**config.mk**
```make
export PLATFORM = sky130hd
export DESIGN_NAME = ika2151_bus_writer
export DESIGN_NICKNAME = d
export VERILOG_FILES = /design/src/rtl/ika2151_pkg.sv /design/src/rtl/ika2151_bw_fifo.sv /design/src/rtl/ika2151_bus_writer.sv
export SDC_FILE = /design/constraint.sdc
export NUM_CORES = 1
export LEC_CHECK = 0
export ABC_AREA = 1
export CAP_MARGIN = 30
export CORE_ASPECT_RATIO = 0.7
export CORE_MARGIN = 3
export CORE_UTILIZATION = 45
export DETAILED_ROUTE_END_ITERATION = 8
export MAX_ROUTING_LAYER = met4
export SLEW_MARGIN = 20
export SYNTH_ARGS = -nofsm -noshare
export SYNTH_HDL_FRONTEND = slang
export SYNTH_SLANG_ARGS = --single-unit
```
**constraint.sdc**
```tcl
create_clock -name i_EMUCLK -period 3.05 [get_ports i_EMUCLK]
set_input_delay 0.4575 -clock i_EMUCLK [delete_from_list [all_inputs] [get_ports i_EMUCLK]]
set_output_delay 0.4575 -clock i_EMUCLK [all_outputs]
set_load 0.03 [all_outputs]
```
**src/rtl/ika2151_pkg.sv**
```systemverilog
// Shared state encoding, timing defaults and chip-select decode for the IKA2151 bus writer.
package ika2151_pkg;

    typedef enum logic [3:0] {
        ST_IDLE     = 4'd0,
        ST_POLL_SU  = 4'd1,
        ST_POLL_ST  = 4'd2,
        ST_POLL_GAP = 4'd3,
        ST_A_SU     = 4'd4,
        ST_A_ST     = 4'd5,
        ST_A_GAP    = 4'd6,
        ST_D_SU     = 4'd7,
        ST_D_ST     = 4'd8,
        ST_D_GAP    = 4'd9
    } bw_state_t;

    localparam int DEF_FIFO_DEPTH = 16;
    localparam int DEF_SETUP_CYC  = 15;
    localparam int DEF_STROBE_CYC = 20;
    localparam int DEF_GAP_CYC    = 15;
    localparam int CNT_W          = 16;

    // Active-low one-hot select; an index at or beyond num_chips leaves every line high.
    function automatic logic [7:0] cs_decode(input logic [2:0] chip, input int num_chips);
        logic [7:0] mask;
        mask = 8'hFF;
        for (int i = 0; i < 8; i++) begin
            if ((i < num_chips) && (chip == 3'(i))) begin
                mask[i] = 1'b0;
            end
        end
        return mask;
    endfunction

endpackage

```
**src/rtl/ika2151_bw_fifo.sv**
```systemverilog
// Write-request queue: registered pointers/level, combinational head read, push refused when full.
module ika2151_bw_fifo #(
    parameter int DEPTH = 16,
    parameter int WIDTH = 19,
    localparam int AW   = $clog2(DEPTH)
) (
    input  logic             i_clk,
    input  logic             i_rst,
    input  logic             i_push,
    input  logic [WIDTH-1:0] i_wdata,
    input  logic             i_pop,
    output logic [WIDTH-1:0] o_rdata,
    output logic             o_full,
    output logic             o_empty,
    output logic [AW:0]      o_level
);

    logic [WIDTH-1:0] r_mem [DEPTH];
    logic [AW-1:0]    r_wptr;
    logic [AW-1:0]    r_rptr;
    logic [AW:0]      r_level;
    logic             w_push;
    logic             w_pop;

    assign o_full  = (r_level == (AW+1)'(DEPTH));
    assign o_empty = (r_level == '0);
    assign o_level = r_level;
    assign o_rdata = r_mem[r_rptr];
    assign w_push  = i_push & ~o_full;
    assign w_pop   = i_pop & ~o_empty;

    // Storage array; contents need no reset since the level gates every read.
    always_ff @(posedge i_clk) begin
        if (w_push) begin
            r_mem[r_wptr] <= i_wdata;
        end
    end

    // Pointers wrap naturally because DEPTH is a power of two.
    always_ff @(posedge i_clk or posedge i_rst) begin
        if (i_rst) begin
            r_wptr  <= '0;
            r_rptr  <= '0;
            r_level <= '0;
        end else begin
            if (w_push) r_wptr <= r_wptr + AW'(1);
            if (w_pop)  r_rptr <= r_rptr + AW'(1);
            case ({w_push, w_pop})
                2'b10:   r_level <= r_level + (AW+1)'(1);
                2'b01:   r_level <= r_level - (AW+1)'(1);
                default: r_level <= r_level;
            endcase
        end
    end

endmodule

```
**src/rtl/ika2151_bus_writer.sv**
```systemverilog
// Replays queued (chip, addr, data) writes as two-phase CS_n/WR_n/A0/D bus cycles, optionally
// polling the BUSY flag first. Every bus output comes straight from a register.
module ika2151_bus_writer
    import ika2151_pkg::*;
#(
    parameter int FIFO_DEPTH = DEF_FIFO_DEPTH,
    parameter int NUM_CHIPS  = 1,
    parameter int SETUP_CYC  = DEF_SETUP_CYC,
    parameter int STROBE_CYC = DEF_STROBE_CYC,
    parameter int GAP_CYC    = DEF_GAP_CYC,
    parameter int BUSY_POLL  = 0,
    localparam int CHIP_W    = (NUM_CHIPS > 1) ? $clog2(NUM_CHIPS) : 1,
    localparam int LVL_W     = $clog2(FIFO_DEPTH) + 1
) (
    input  logic                 i_EMUCLK,
    input  logic                 i_RST,
    input  logic                 i_REQ_VALID,
    output logic                 o_REQ_READY,
    input  logic [CHIP_W-1:0]    i_REQ_CHIP,
    input  logic [7:0]           i_REQ_ADDR,
    input  logic [7:0]           i_REQ_DATA,
    output logic [NUM_CHIPS-1:0] o_CS_n,
    output logic                 o_WR_n,
    output logic                 o_RD_n,
    output logic                 o_A0,
    output logic [7:0]           o_D,
    input  logic [7:0]           i_D,
    output logic                 o_IDLE,
    output logic [LVL_W-1:0]     o_LEVEL
);

    localparam int ENT_W = CHIP_W + 16;
    localparam logic [CNT_W-1:0] SU_LAST  = CNT_W'(SETUP_CYC - 1);
    localparam logic [CNT_W-1:0] ST_LAST  = CNT_W'(STROBE_CYC - 1);
    localparam logic [CNT_W-1:0] GAP_LAST = CNT_W'(GAP_CYC - 1);
    localparam logic [NUM_CHIPS-1:0] CS_OFF = {NUM_CHIPS{1'b1}};

    logic              w_pop;
    logic              w_full;
    logic              w_empty;
    logic [ENT_W-1:0]  w_head;
    logic [CHIP_W-1:0] w_head_chip;
    logic [7:0]        w_head_addr;
    logic [7:0]        w_head_data;
    logic [7:0]        w_cs_head;
    logic [7:0]        w_cs_work;
    logic              w_unused_d;

    bw_state_t         r_state;
    logic [CNT_W-1:0]  r_cnt;
    logic [CHIP_W-1:0] r_chip;
    logic [7:0]        r_addr;
    logic [7:0]        r_data;
    logic              r_busy;
    logic [NUM_CHIPS-1:0] r_cs_n;
    logic              r_wr_n;
    logic              r_rd_n;
    logic              r_a0;
    logic [7:0]        r_d;

    ika2151_bw_fifo #(.DEPTH(FIFO_DEPTH), .WIDTH(ENT_W)) u_fifo (
        .i_clk   (i_EMUCLK),
        .i_rst   (i_RST),
        .i_push  (i_REQ_VALID),
        .i_wdata ({i_REQ_CHIP, i_REQ_ADDR, i_REQ_DATA}),
        .i_pop   (w_pop),
        .o_rdata (w_head),
        .o_full  (w_full),
        .o_empty (w_empty),
        .o_level (o_LEVEL)
    );

    assign w_pop = (r_state == ST_IDLE) && !w_empty;
    assign {w_head_chip, w_head_addr, w_head_data} = w_head;
    assign w_cs_head  = cs_decode(3'(w_head_chip), NUM_CHIPS);
    assign w_cs_work  = cs_decode(3'(r_chip), NUM_CHIPS);
    assign w_unused_d = ^i_D[6:0];

    assign o_REQ_READY = ~w_full;
    assign o_IDLE      = (r_state == ST_IDLE) && w_empty;
    assign o_CS_n      = r_cs_n;
    assign o_WR_n      = r_wr_n;
    assign o_RD_n      = r_rd_n;
    assign o_A0        = r_a0;
    assign o_D         = r_d;

    // Sequencer: outputs for a state are loaded on the edge that enters it; A0/D move only entering *_SU.
    always_ff @(posedge i_EMUCLK or posedge i_RST) begin
        if (i_RST) begin
            r_state <= ST_IDLE;
            r_cnt   <= '0;
            r_chip  <= '0;
            r_addr  <= 8'h00;
            r_data  <= 8'h00;
            r_busy  <= 1'b0;
            r_cs_n  <= CS_OFF;
            r_wr_n  <= 1'b1;
            r_rd_n  <= 1'b1;
            r_a0    <= 1'b0;
            r_d     <= 8'h00;
        end else if ((r_state != ST_IDLE) && (r_cnt != '0)) begin
            r_cnt <= r_cnt - CNT_W'(1);
        end else begin
            case (r_state)
                ST_IDLE: begin
                    if (!w_empty) begin
                        r_chip <= w_head_chip;
                        r_addr <= w_head_addr;
                        r_data <= w_head_data;
                        r_cnt  <= SU_LAST;
                        r_cs_n <= w_cs_head[NUM_CHIPS-1:0];
                        if (BUSY_POLL != 0) begin
                            r_state <= ST_POLL_SU;
                            r_a0    <= 1'b1;
                        end else begin
                            r_state <= ST_A_SU;
                            r_a0    <= 1'b0;
                            r_d     <= w_head_addr;
                        end
                    end else begin
                        r_state <= ST_IDLE;
                    end
                end
                ST_POLL_SU: begin
                    r_state <= ST_POLL_ST;
                    r_cnt   <= ST_LAST;
                    r_rd_n  <= 1'b0;
                end
                ST_POLL_ST: begin
                    r_busy  <= i_D[7];
                    r_state <= ST_POLL_GAP;
                    r_cnt   <= GAP_LAST;
                    r_rd_n  <= 1'b1;
                    r_cs_n  <= CS_OFF;
                end
                ST_POLL_GAP: begin
                    r_cnt  <= SU_LAST;
                    r_cs_n <= w_cs_work[NUM_CHIPS-1:0];
                    if (r_busy) begin
                        r_state <= ST_POLL_SU;
                        r_a0    <= 1'b1;
                    end else begin
                        r_state <= ST_A_SU;
                        r_a0    <= 1'b0;
                        r_d     <= r_addr;
                    end
                end
                ST_A_SU: begin
                    r_state <= ST_A_ST;
                    r_cnt   <= ST_LAST;
                    r_wr_n  <= 1'b0;
                end
                ST_A_ST: begin
                    r_state <= ST_A_GAP;
                    r_cnt   <= GAP_LAST;
                    r_wr_n  <= 1'b1;
                    r_cs_n  <= CS_OFF;
                end
                ST_A_GAP: begin
                    r_state <= ST_D_SU;
                    r_cnt   <= SU_LAST;
                    r_cs_n  <= w_cs_work[NUM_CHIPS-1:0];
                    r_a0    <= 1'b1;
                    r_d     <= r_data;
                end
                ST_D_SU: begin
                    r_state <= ST_D_ST;
                    r_cnt   <= ST_LAST;
                    r_wr_n  <= 1'b0;
                end
                ST_D_ST: begin
                    r_state <= ST_D_GAP;
                    r_cnt   <= GAP_LAST;
                    r_wr_n  <= 1'b1;
                    r_cs_n  <= CS_OFF;
                end
                ST_D_GAP: begin
                    r_state <= ST_IDLE;
                end
                default: begin
                    r_state <= ST_IDLE;
                    r_cnt   <= '0;
                    r_cs_n  <= CS_OFF;
                    r_wr_n  <= 1'b1;
                    r_rd_n  <= 1'b1;
                end
            endcase
        end
    end

endmodule

```
==> flow_summary_export.csv <==
group,metric,value,unit
layout,num_antenna_cells,0,
synth,synth_top_area_share,55.8,%
placement,gpl.final_weighted_congestion,0.881,
synth,synth_cell_types,39,
synth,ys_ff_latch,335,
power_and_ir_drop,share_clk_of_total_power,24.6,%
power_and_ir_drop,p_comb_share,38.4,%
layout,final_core_util,52.7,%
power_and_ir_drop,power_density,999,nW/µm²
placement,post-dp-hpwl,20.8,mm
detailed_routing,drcViolationCount,0,
synth,synthesized_netlist_cell_count,1415,
die,floorplan.rows,54,
timing,slew_violations,0,
setup_path,endpoint_kind,"output port",
grt,antenna_found_initial,0,
synth,synth.yosys.seq_area_share,66.6,%
clock_network,tritoncts,"yes",
synth,ys.warnings.count,0,
synth,synthesis.area_per_instance,10.4,µm²
placement,detailedPlace.worstSlack,457,ps
setup_path,worstPathRequired,2590,ps
detailed_routing,dr.pass1.iters,5,
layout,most-common-layout-cells,"sky130_fd_sc_hd__nand2_1 (344), sky130_fd_sc_hd__edfxtp_1 (272), sky130_fd_sc_hd__nor2_1 (154)",
power_and_ir_drop,peak_ir_drop_on_the_vdd_network,955,µV
die,die_y,157,µm
timing,maxClockFrequency,0.352,GHz
detailed_routing,routed_wire_length_per_instance,17.8,µm
clock_network,cts-hold-fix-buffers,0,
grt,total_overflow_reported_by_the_global_router,0,
clock_network,clk_pin_slew,60,ps
layout,share_of_cells_above_drive_strength_1,8.65,%
timing,final_period_minus_worst_setup_slack,2840,ps
synth,netlist.top_cell.by_area,"sky130_fd_sc_hd__edfxtp_1",
grt,grt_first_pass_wirelength,53.9,mm
timing,hold_viol,0,
layout,layout_commonest_cell,"sky130_fd_sc_hd__nand2_1",
clock_network,cts-buffers-inserted,34,
grt,track_usage,20.4,%
timing,worst_slew_margin_rel,40.4,%
placement,port_buffers,39,
detailed_routing,routed-via-count,9697,
power_and_ir_drop,p_seq_share,37.0,%
synth,postSynthNetCount,1453,
layout,fillerInstances,2827,
detailed_routing,total_length_of_routed_wires,33.8,mm
layout,finalNonFillerCells,1899,
setup_path,critical_path_arrival,2390,ps
clock_network,ctsResizeCount,0,
power_and_ir_drop,power.switching,0.00648,W
setup_path,timing_worst_setup_path_type,"reg -> out",
synth,synth_area_leaders,"sky130_fd_sc_hd__edfxtp_1 (56%), sky130_fd_sc_hd__dfrtp_1 (10%), sky130_fd_sc_hd__nand2_1 (8.8%)",
timing,finalCritPeriodShare,93.3,%
grt,grt_start_max_net_pins,149,
setup_path,setup.worst_path.start_class,"register",
clock_network,clock_tree.buffer_depth,3,
synth,asyncSetResetFlopFracSynth,18.8,%
synth,post_synth_edffs,272,
timing,grt_setup_unrepaired,"false",
detailed_routing,ant_nets,0,
power_and_ir_drop,power.switching_fraction,38.9,%
timing,timing.final.setup_violations,0,
detailed_routing,detail_route.vias_per_cell,5.11,
timing,clock-skew-final,18.7,ps
placement,placed_cells,1841,
clock_network,htree_levels,2,
layout,multi_input_comb_area,4050,µm²
flow_run,cap_violations,0,
die,die_x,222,µm
die,start_util,46.3,%
setup_path,r2r_setup_slack,400,ps
layout,fin_nets,1495,
power_and_ir_drop,leakagePower,6.73,nW
die,core-area,31600,µm²
layout,sequential_cell_area,9750,µm²
timing,finalSetupTns,0,ps
clock_network,clockRootBuffer,"sky130_fd_sc_hd__clkbuf_16",
timing,final.setup.worst_slack,205,ps
setup_path,crit_path_max_fanout,5,
clock_network,clk_latency,520,ps
status,outcome,"complete, no violations",
die,ios,47,
die,fp.dieArea,34800,µm²
synth,syn_area,14600,µm²
power_and_ir_drop,p_int,0.0102,W
clock_network,clock_sinks,335,
hold_path,hold_class,"in -> async",
layout,syn2layout_area_growth,13.8,%
synth,dominantRegCellSynth,"sky130_fd_sc_hd__edfxtp_1",
grt,first_global_vias,9367,
timing,worst-slew-pin-transition,894,ps
clock_network,postCtsSetupBuffers,0,
detailed_routing,drt-initial-drc-count,800,
path summary, 6_finish.rpt:
kind / cells after the start / to / from
worst min-delay path: 2 / r_cnt[4] / i_RST
worst max register to register: 14 / u_fifo.o_level[4] / u_fifo.o_level[0]
worst min register to register: 2 / o_RD_n / o_RD_n
max in group asynchronous: 3 / u_fifo.r_rptr[1] / i_RST
min in group i_EMUCLK: 2 / o_RD_n / o_RD_n
worst max-delay path: 4 / o_IDLE / u_fifo.o_level[0]
cell usage after synthesis (2+ instances only):
master and instances:
sky130_fd_sc_hd__nand2_1 344, sky130_fd_sc_hd__edfxtp_1 272, sky130_fd_sc_hd__nor2_1 170, sky130_fd_sc_hd__inv_1 149
sky130_fd_sc_hd__nand3_1 123, sky130_fd_sc_hd__o21ai_0 86, sky130_fd_sc_hd__dfrtp_1 60, sky130_fd_sc_hd__buf_2 35
sky130_fd_sc_hd__o211ai_1 30, sky130_fd_sc_hd__clkbuf_1 21, sky130_fd_sc_hd__xor2_1 18, sky130_fd_sc_hd__o21ai_1 13
sky130_fd_sc_hd__a21oi_1 12, sky130_fd_sc_hd__ha_1 10, sky130_fd_sc_hd__nor2_2 8, sky130_fd_sc_hd__inv_2 7
sky130_fd_sc_hd__nand2_2 7, sky130_fd_sc_hd__o22ai_1 7, sky130_fd_sc_hd__xnor2_1 6, sky130_fd_sc_hd__nor3_1 5
sky130_fd_sc_hd__nand4_1 4, sky130_fd_sc_hd__dfstp_2 3, sky130_fd_sc_hd__nor2_4 3, sky130_fd_sc_hd__a21oi_2 2
sky130_fd_sc_hd__buf_1 2, sky130_fd_sc_hd__buf_6 2, sky130_fd_sc_hd__clkinv_1 2, sky130_fd_sc_hd__nand2_4 2
sky130_fd_sc_hd__o21bai_1 2
per-stage QoR:
stage / hold slack (ps) / instance area, µm² / total power, W
2_1_floorplan: 449 / 14600 / 0.0107
3_3_place_gp: 450 / 15600 / 0.0126
3_5_place_dp: 457 / 15600 / 0.0127
4_1_cts: 360 / 16700 / 0.0168
5_1_grt: 404 / 16700 / 0.0178
6_report: 349 / 16700 / 0.0167
sequential cells by signal, summed over array words and instances (netlist names), 4 cells and up:
signal          flops
u_fifo.r_mem      272
r_cnt              16
o_D                 8
r_addr              8
r_data              8
u_fifo.o_level      5
r_state             4
u_fifo.r_rptr       4
u_fifo.r_wptr       4
cell type report:
type | count | share of cell area (%)
clock buffer | 47 | 5.90
clock inverter | 11 | 0.600
inverter | 159 | 3.59
multi-input combinational | 860 | 24.3
sequential | 335 | 58.5
tap | 420 | 3.15
timing repair buffer | 67 | 3.98
cell families after synthesis:
| kind of cell | Yosys count | share of synthesized area, % |
|---|---|---|
| xor gates and xnor gates | 24 | 1.44 |
| adders and majority gates | 10 | 0.854 |
| buffers and inverters | 220 | 6.07 |
| DFF | 335 | 66.6 |
| and+or+nand+nor | 670 | 19.0 |
| AOI/OAI and AO/OA | 156 | 6.08 |
power groups by stage:
stage / clock, W / sequential [W] / combinational [W]
after detailed placement: 0 / 0.00625 / 0.00645
after global routing: 0.00437 / 0.00624 / 0.00722
final: 0.00410 / 0.00616 / 0.00639
after global placement: 0 / 0.00623 / 0.00638
after floorplan: 0 / 0.00635 / 0.00436
after CTS: 0.00418 / 0.00616 / 0.00648
layer usage:
layer | vias to the layer above | wire [µm] | global-route usage, %
met3 | 55 | 1600 | 3.11
met5 | - | 0 | -
met2 | 235 | 14700 | 29.8
met1 | 4628 | 16900 | 30.3
li1 | 4779 | - | -
met4 | 0 | 664 | 4.87
critical path, cell delays in order (launching register included):
cell	delay, ps
sky130_fd_sc_hd__dfrtp_1	430
sky130_fd_sc_hd__nor2_1	160
sky130_fd_sc_hd__nand3_1	290
sky130_fd_sc_hd__nor2_2	270
sky130_fd_sc_hd__clkdlybuf4s50_1	710
No activity file was read; power rests on OpenSTA's default activity.
